--- config.mk ---
export PLATFORM = sky130hd
export DESIGN_NAME = serial_add_ctrl
export DESIGN_NICKNAME = d
export VERILOG_FILES = /design/src/rtl/serial_add_ctrl.sv
export SDC_FILE = /design/constraint.sdc
export NUM_CORES = 1
export LEC_CHECK = 0
export BUFFER_PORTS_ARGS = -buffer_cell sky130_fd_sc_hd__buf_2
export CORE_MARGIN = 4
export CORE_UTILIZATION = 55
export CTS_CLUSTER_DIAMETER = 30
export DETAILED_ROUTE_END_ITERATION = 8
export PLACE_DENSITY = 0.92
export SLEW_MARGIN = 25
export SYNTH_ARGS = -nofsm -noshare
export SYNTH_HDL_FRONTEND = slang
export SYNTH_SLANG_ARGS = --single-unit
export TNS_END_PERCENT = 10
--- constraint.sdc ---
create_clock -name clk_i -period 2.6 [get_ports clk_i]
set_input_delay 0.39 -clock clk_i [delete_from_list [all_inputs] [get_ports clk_i]]
set_output_delay 0.39 -clock clk_i [all_outputs]
set_load 0.01 [all_outputs]
--- src/rtl/serial_add_ctrl.sv ---
// Bit-serial adder: one full adder walks WIDTH-bit operands LSB first, one bit per clock.
// Result valid WIDTH cycles after accept; result held until res_ready_i, no accept while busy.
module full_adder (
  input  logic i_a,
  input  logic i_b,
  input  logic i_c,
  output logic o_s,
  output logic o_c
);
  assign o_s = i_a ^ i_b ^ i_c;
  assign o_c = (i_a & i_b) | (i_c & (i_a ^ i_b));
endmodule

module serial_add_ctrl #(
  parameter int WIDTH = 8
) (
  input  logic             clk_i,
  input  logic             rst_ni,
  input  logic             req_valid_i,
  output logic             req_ready_o,
  input  logic [WIDTH-1:0] a_i,
  input  logic [WIDTH-1:0] b_i,
  input  logic             cin_i,
  output logic             res_valid_o,
  input  logic             res_ready_i,
  output logic [WIDTH-1:0] sum_o,
  output logic             cout_o,
  output logic             busy_o
);
  localparam int CW = (WIDTH > 1) ? $clog2(WIDTH) : 1;

  typedef enum logic [1:0] {S_IDLE, S_RUN, S_DONE} state_t;

  state_t           r_state;
  state_t           w_state_nxt;
  logic [WIDTH-1:0] r_a_sh;
  logic [WIDTH-1:0] r_b_sh;
  logic [WIDTH-1:0] r_sum_sh;
  logic             r_carry;
  logic [CW-1:0]    r_cnt;
  logic             w_fa_sum;
  logic             w_fa_carry;
  logic [WIDTH-1:0] w_sum_nxt;
  logic             w_last_bit;

  full_adder u_fa (
    .i_a (r_a_sh[0]),
    .i_b (r_b_sh[0]),
    .i_c (r_carry),
    .o_s (w_fa_sum),
    .o_c (w_fa_carry)
  );

  // A one-bit sum register has no upper bits to shift down.
  generate
    if (WIDTH == 1) begin : g_sum_w1
      assign w_sum_nxt = w_fa_sum;
    end else begin : g_sum_wn
      assign w_sum_nxt = {w_fa_sum, r_sum_sh[WIDTH-1:1]};
    end
  endgenerate

  assign w_last_bit = (r_cnt == CW'(WIDTH - 1));

  always_ff @(posedge clk_i) begin
    if (!rst_ni) begin
      r_state <= S_IDLE;
    end else begin
      r_state <= w_state_nxt;
    end
  end

  always_comb begin
    w_state_nxt = r_state;
    req_ready_o = 1'b0;
    res_valid_o = 1'b0;
    busy_o      = 1'b1;
    case (r_state)
      S_IDLE: begin
        req_ready_o = 1'b1;
        busy_o      = 1'b0;
        if (req_valid_i) w_state_nxt = S_RUN;
      end
      S_RUN: begin
        if (w_last_bit) w_state_nxt = S_DONE;
      end
      S_DONE: begin
        res_valid_o = 1'b1;
        if (res_ready_i) w_state_nxt = S_IDLE;
      end
      default: w_state_nxt = S_IDLE;
    endcase
  end

  always_ff @(posedge clk_i) begin
    if (!rst_ni) begin
      r_a_sh   <= '0;
      r_b_sh   <= '0;
      r_sum_sh <= '0;
      r_carry  <= 1'b0;
      r_cnt    <= '0;
    end else if (r_state == S_IDLE) begin
      if (req_valid_i) begin
        r_a_sh   <= a_i;
        r_b_sh   <= b_i;
        r_sum_sh <= '0;
        r_carry  <= cin_i;
        r_cnt    <= '0;
      end
    end else if (r_state == S_RUN) begin
      r_a_sh   <= r_a_sh >> 1;
      r_b_sh   <= r_b_sh >> 1;
      r_sum_sh <= w_sum_nxt;
      r_carry  <= w_fa_carry;
      r_cnt    <= r_cnt + CW'(1);
    end
  end

  assign sum_o  = r_sum_sh;
  assign cout_o = r_carry;
endmodule

==> metrics list <==
- Slack of the worst reg-to-reg path: 1000 ps
* Syn Area/Cell: 9.64 µm²
* Compound-gate portion of the synthesized area: roughly 25%
- The first global-routing pass estimated ~4300 µm of wire.
- Number of synthesized flops with an enable pin: 0
- Yosys warning total: 0
- Final cycle utilization of the critical path: 62.0%
* Worst-margin pin slew: 789 ps
- After Yosys synthesis, XOR and XNOR cells account for 0% of the synthesized area.
- Measured against its own limit, the worst slew margin works out to 47.3%.
* DR WL/cell: 13.3 µm
- Entering global routing, the biggest net connects 31 pins.
- The root buffer cell chosen for the clock tree is sky130_fd_sc_hd__clkbuf_4.
* Unrepaired setup endpoints after global routing: no
- Initial core utilization: 57.5%
- Across the routed clock network, the largest skew measured is about 9.6 ps.
* Max H-tree Level: 2
* Die width: 56.1 µm
* Min-Delay Path Class: input pin to flop
* Remaining design rule violation count: 0
* CTS Buf Count: 5
* Most common library cells after synthesis: sky130_fd_sc_hd__dfxtp_1 (30), sky130_fd_sc_hd__inv_1 (18), sky130_fd_sc_hd__a21oi_1 (14), sky130_fd_sc_hd__o221ai_1 (14), sky130_fd_sc_hd__nor2b_1 (12)
- The routed design has 2540 µm of wire.
- Post-synthesis instance area: ~0.0013 mm²
- Final Non-Filler Cells: 190
- The worst setup path is captured at an output port.
* Share of cells above drive strength 1: 25.9%
- Synth Register Bits: 30
- Yosys top cell by area: sky130_fd_sc_hd__dfxtp_1
* Clk slew on worst S/H paths: 90 ps
* Share of synthesized registers carrying an async set or reset: 0%
- Sum of negative setup slack: 0 ps
- Summed over all layers, the global routing overflow is 0.
- The clock reaches the later pin of the worst-skew pair after ~320 ps.
- In this run, post-CTS hold repair placed 0 buffers.
- Max-cap violations in this run came to 0.
- TritonCTS clock tree: built
- During I/O placement, the number of pins put on the boundary was 33.
- In this run the critical register-to-register path is launched from r_state[0]$_SDFFE_PN0P_.
- Among all cell types in the netlist, the one instantiated most often is sky130_fd_sc_hd__dfxtp_1.
- The number of pins exceeding their max-slew limit in the final report came to 0.
* Antenna viol nets, final: 0
- The die covers between 0.003 and 0.004 mm².
- Count of TritonRoute iterations in the first routing pass: 4
- The clock passes through at most 2 buffers.
* Avg Vias per Cell: between 5 and 6
- The worst register-to-register path has a depth of 3.
- The portion of synthesized area spent on multiplexers is 1.57%.
* Synth area leaders: sky130_fd_sc_hd__dfxtp_1 (47%), sky130_fd_sc_hd__o221ai_1 (9.6%), sky130_fd_sc_hd__a22oi_1 (5.9%), sky130_fd_sc_hd__nor2b_1 (5.9%), sky130_fd_sc_hd__a21oi_1 (5.5%)
* Hold-critical path endpoint: r_b_sh[7]$_SDFFE_PN0P_
* Kind of critical path: flop to output port
* Combined global-route utilization of all metal layers: 17.3%
- After clock tree synthesis, the setup repair step added 0 buffers.
- Including well taps, the total number of placed cells is 182.
- After synthesis, the largest family of logic cells by area is compound AO/OA/AOI/OAI gates.
- Setup violations remaining at the end of the flow were counted as 0.
- Input and output buffers added on the ports amount to 32.
* Max Clock Freq: around 0.62 GHz
- Counting instances, the worst hold path has a depth of 3.
* Simple-gate area share of the yosys netlist: 11.9%
- The share of the Yosys chip area taken by registers is 47.2%.
* Arithmetic-cell share of the synthesized area counting full adders, half adders and majority gates: under 10%
- The detailed router placed just over 1000 vias in this run.
* Nets: 185
- The startpoint identified for the worst hold timing path is b_i[7].
- Final hold violation count: 0
- Launching element type of the critical path: flop
- After floorplanning, the core was sized to cover 0.00221 mm².
- Syn Nets: 156
- Starting DRT DRC Count: 46
* Arrival time of the worst setup path: 1220 ps
- The number of antenna diodes in the final layout is 0.
- For this design the ratio of total power to cell area is between 600 and 700 mW/mm².
- The via count of the first global-routing pass came to a little over 1000.
- The flow ran to the end, and the final reports show no timing, DRC or antenna violations.
- Once detailed placement completed, the half-perimeter wirelength came to 1740 µm.
- Post-Syn Instances: 132
* Maximum fanout along the worst path: 10
- Leakage: 0.625 nW
* Number of distinct library cell variants in the gate-level netlist after synthesis: 27
- Core Rows: 17
- Counting I/O delays and the setup requirement, the final critical path takes 1610 ps.
* Critical R2R Capture: sum_o[1]$_SDFFE_PN0P_
* Most used flip-flop cell after synthesis: sky130_fd_sc_hd__dfxtp_1
- The congestion estimate from routability-driven global placement came to approximately 0.76.
- Area delta synth->final: 15.6%
- Antenna violations before repair: 0
* PostCTS Resize Cnt: 0
* Worst endpoint required time: 2210 ps
* Height of the die: 56.1 µm
- Clock sink total: 30
* Largest vdd supply drop: 0.495 mV
* Post-synth top area share: 47.2%
through the flow:
step                      cell area (µm²)  utilization (%)  power (mW)  hold WS (ps)  setup WS (ps)
after floorplan                      1270                -       0.589           425           1230
after global placement               1410             63.8       0.615           433           1070
after detailed placement             1410             63.8       0.621           441            995
after CTS                            1470             66.5       0.900           344            970
after global routing                 1470             66.5       0.945           336            753
final                                1470             66.5       0.889           356            989
final cells by class:
type | count | area (µm²)
fill | 197 | 741
sequential | 30 | 601
multi-input combinational | 73 | 541
timing repair buffer | 33 | 168
inverter | 18 | 67.6
clock buffer | 7 | 55.1
tap | 28 | 35.0
clock inverter | 1 | 5.00
cells by family (layout without fill, tap and decap cells):
group                    after synthesis  after routing
buffers and inverters                 29             59
adder cells (fa/ha/maj)                3              3
multiplexers                           2              2
AO/OA/AOI/OAI                         45             45
flip-flops                            30             30
AND/OR/NAND/NOR                       23             23
sequential cells by signal (all words and copies together), names as in the netlist:
register / flops
r_state: 2
r_a_sh: 8
cout_o: 1
r_b_sh: 8
r_cnt: 3
sum_o: 8
routing by layer:
layer  vias to the layer above  global-route usage [%]  routed length, µm
met5                         -                       0                  0
met4                         0                    9.15                 30
met3                         4                    8.12                191
met2                        36                    26.9               1190
met1                       441                    19.5               1120
li1                        526                       -                  -
worst max-delay path by stage:
stage / to / slack, ps / start
2_1_floorplan: cout_o$_SDFFE_PN0P_ / 1230 / r_state[0]$_SDFFE_PN0P_
6_report: req_ready_o / 990 / r_state[0]$_SDFFE_PN0P_
3_3_place_gp: cout_o$_SDFFE_PN0P_ / 1070 / r_state[0]$_SDFFE_PN0P_
4_1_cts: req_ready_o / 970 / r_state[0]$_SDFFE_PN0P_
3_5_place_dp: r_cnt[1]$_SDFFE_PN0P_ / 1000 / r_state[0]$_SDFFE_PN0P_
5_1_grt: sum_o[1]$_SDFFE_PN0P_ / 750 / r_state[0]$_SDFFE_PN0P_
placed cells by master, fill, tap and decap left out, types with 2 or more instances in the layout:
master                      synthesis  final
sky130_fd_sc_hd__o21ai_0            2      2
sky130_fd_sc_hd__buf_2              5     32
sky130_fd_sc_hd__inv_1             18     18
sky130_fd_sc_hd__clkbuf_4           0      5
sky130_fd_sc_hd__nand4bb_1          2      2
sky130_fd_sc_hd__dfxtp_1           30     30
sky130_fd_sc_hd__ha_1               2      2
sky130_fd_sc_hd__a21oi_1           14     14
sky130_fd_sc_hd__o221ai_1          14     14
sky130_fd_sc_hd__a22oi_1           10     10
sky130_fd_sc_hd__mux2i_1            2      2
sky130_fd_sc_hd__a21boi_0           2      2
sky130_fd_sc_hd__nor2b_1           12     12
sky130_fd_sc_hd__nand2_1            2      2
power by group:
group / switching, mW / internal [mW] / leakage (nW)
Combinational: 0.0601 / 0.0489 / 0.343
Sequential: 0.0155 / 0.486 / 0.247
Clock: 0.147 / 0.131 / 0.0353
Total: 0.223 / 0.666 / 0.625
critical path, stage by stage, from the launching register on:
cell and delay, ps:
sky130_fd_sc_hd__dfxtp_1 410, sky130_fd_sc_hd__or2_2 330, sky130_fd_sc_hd__inv_1 50, sky130_fd_sc_hd__buf_2 120
No activity file was read; power rests on OpenSTA's default activity.
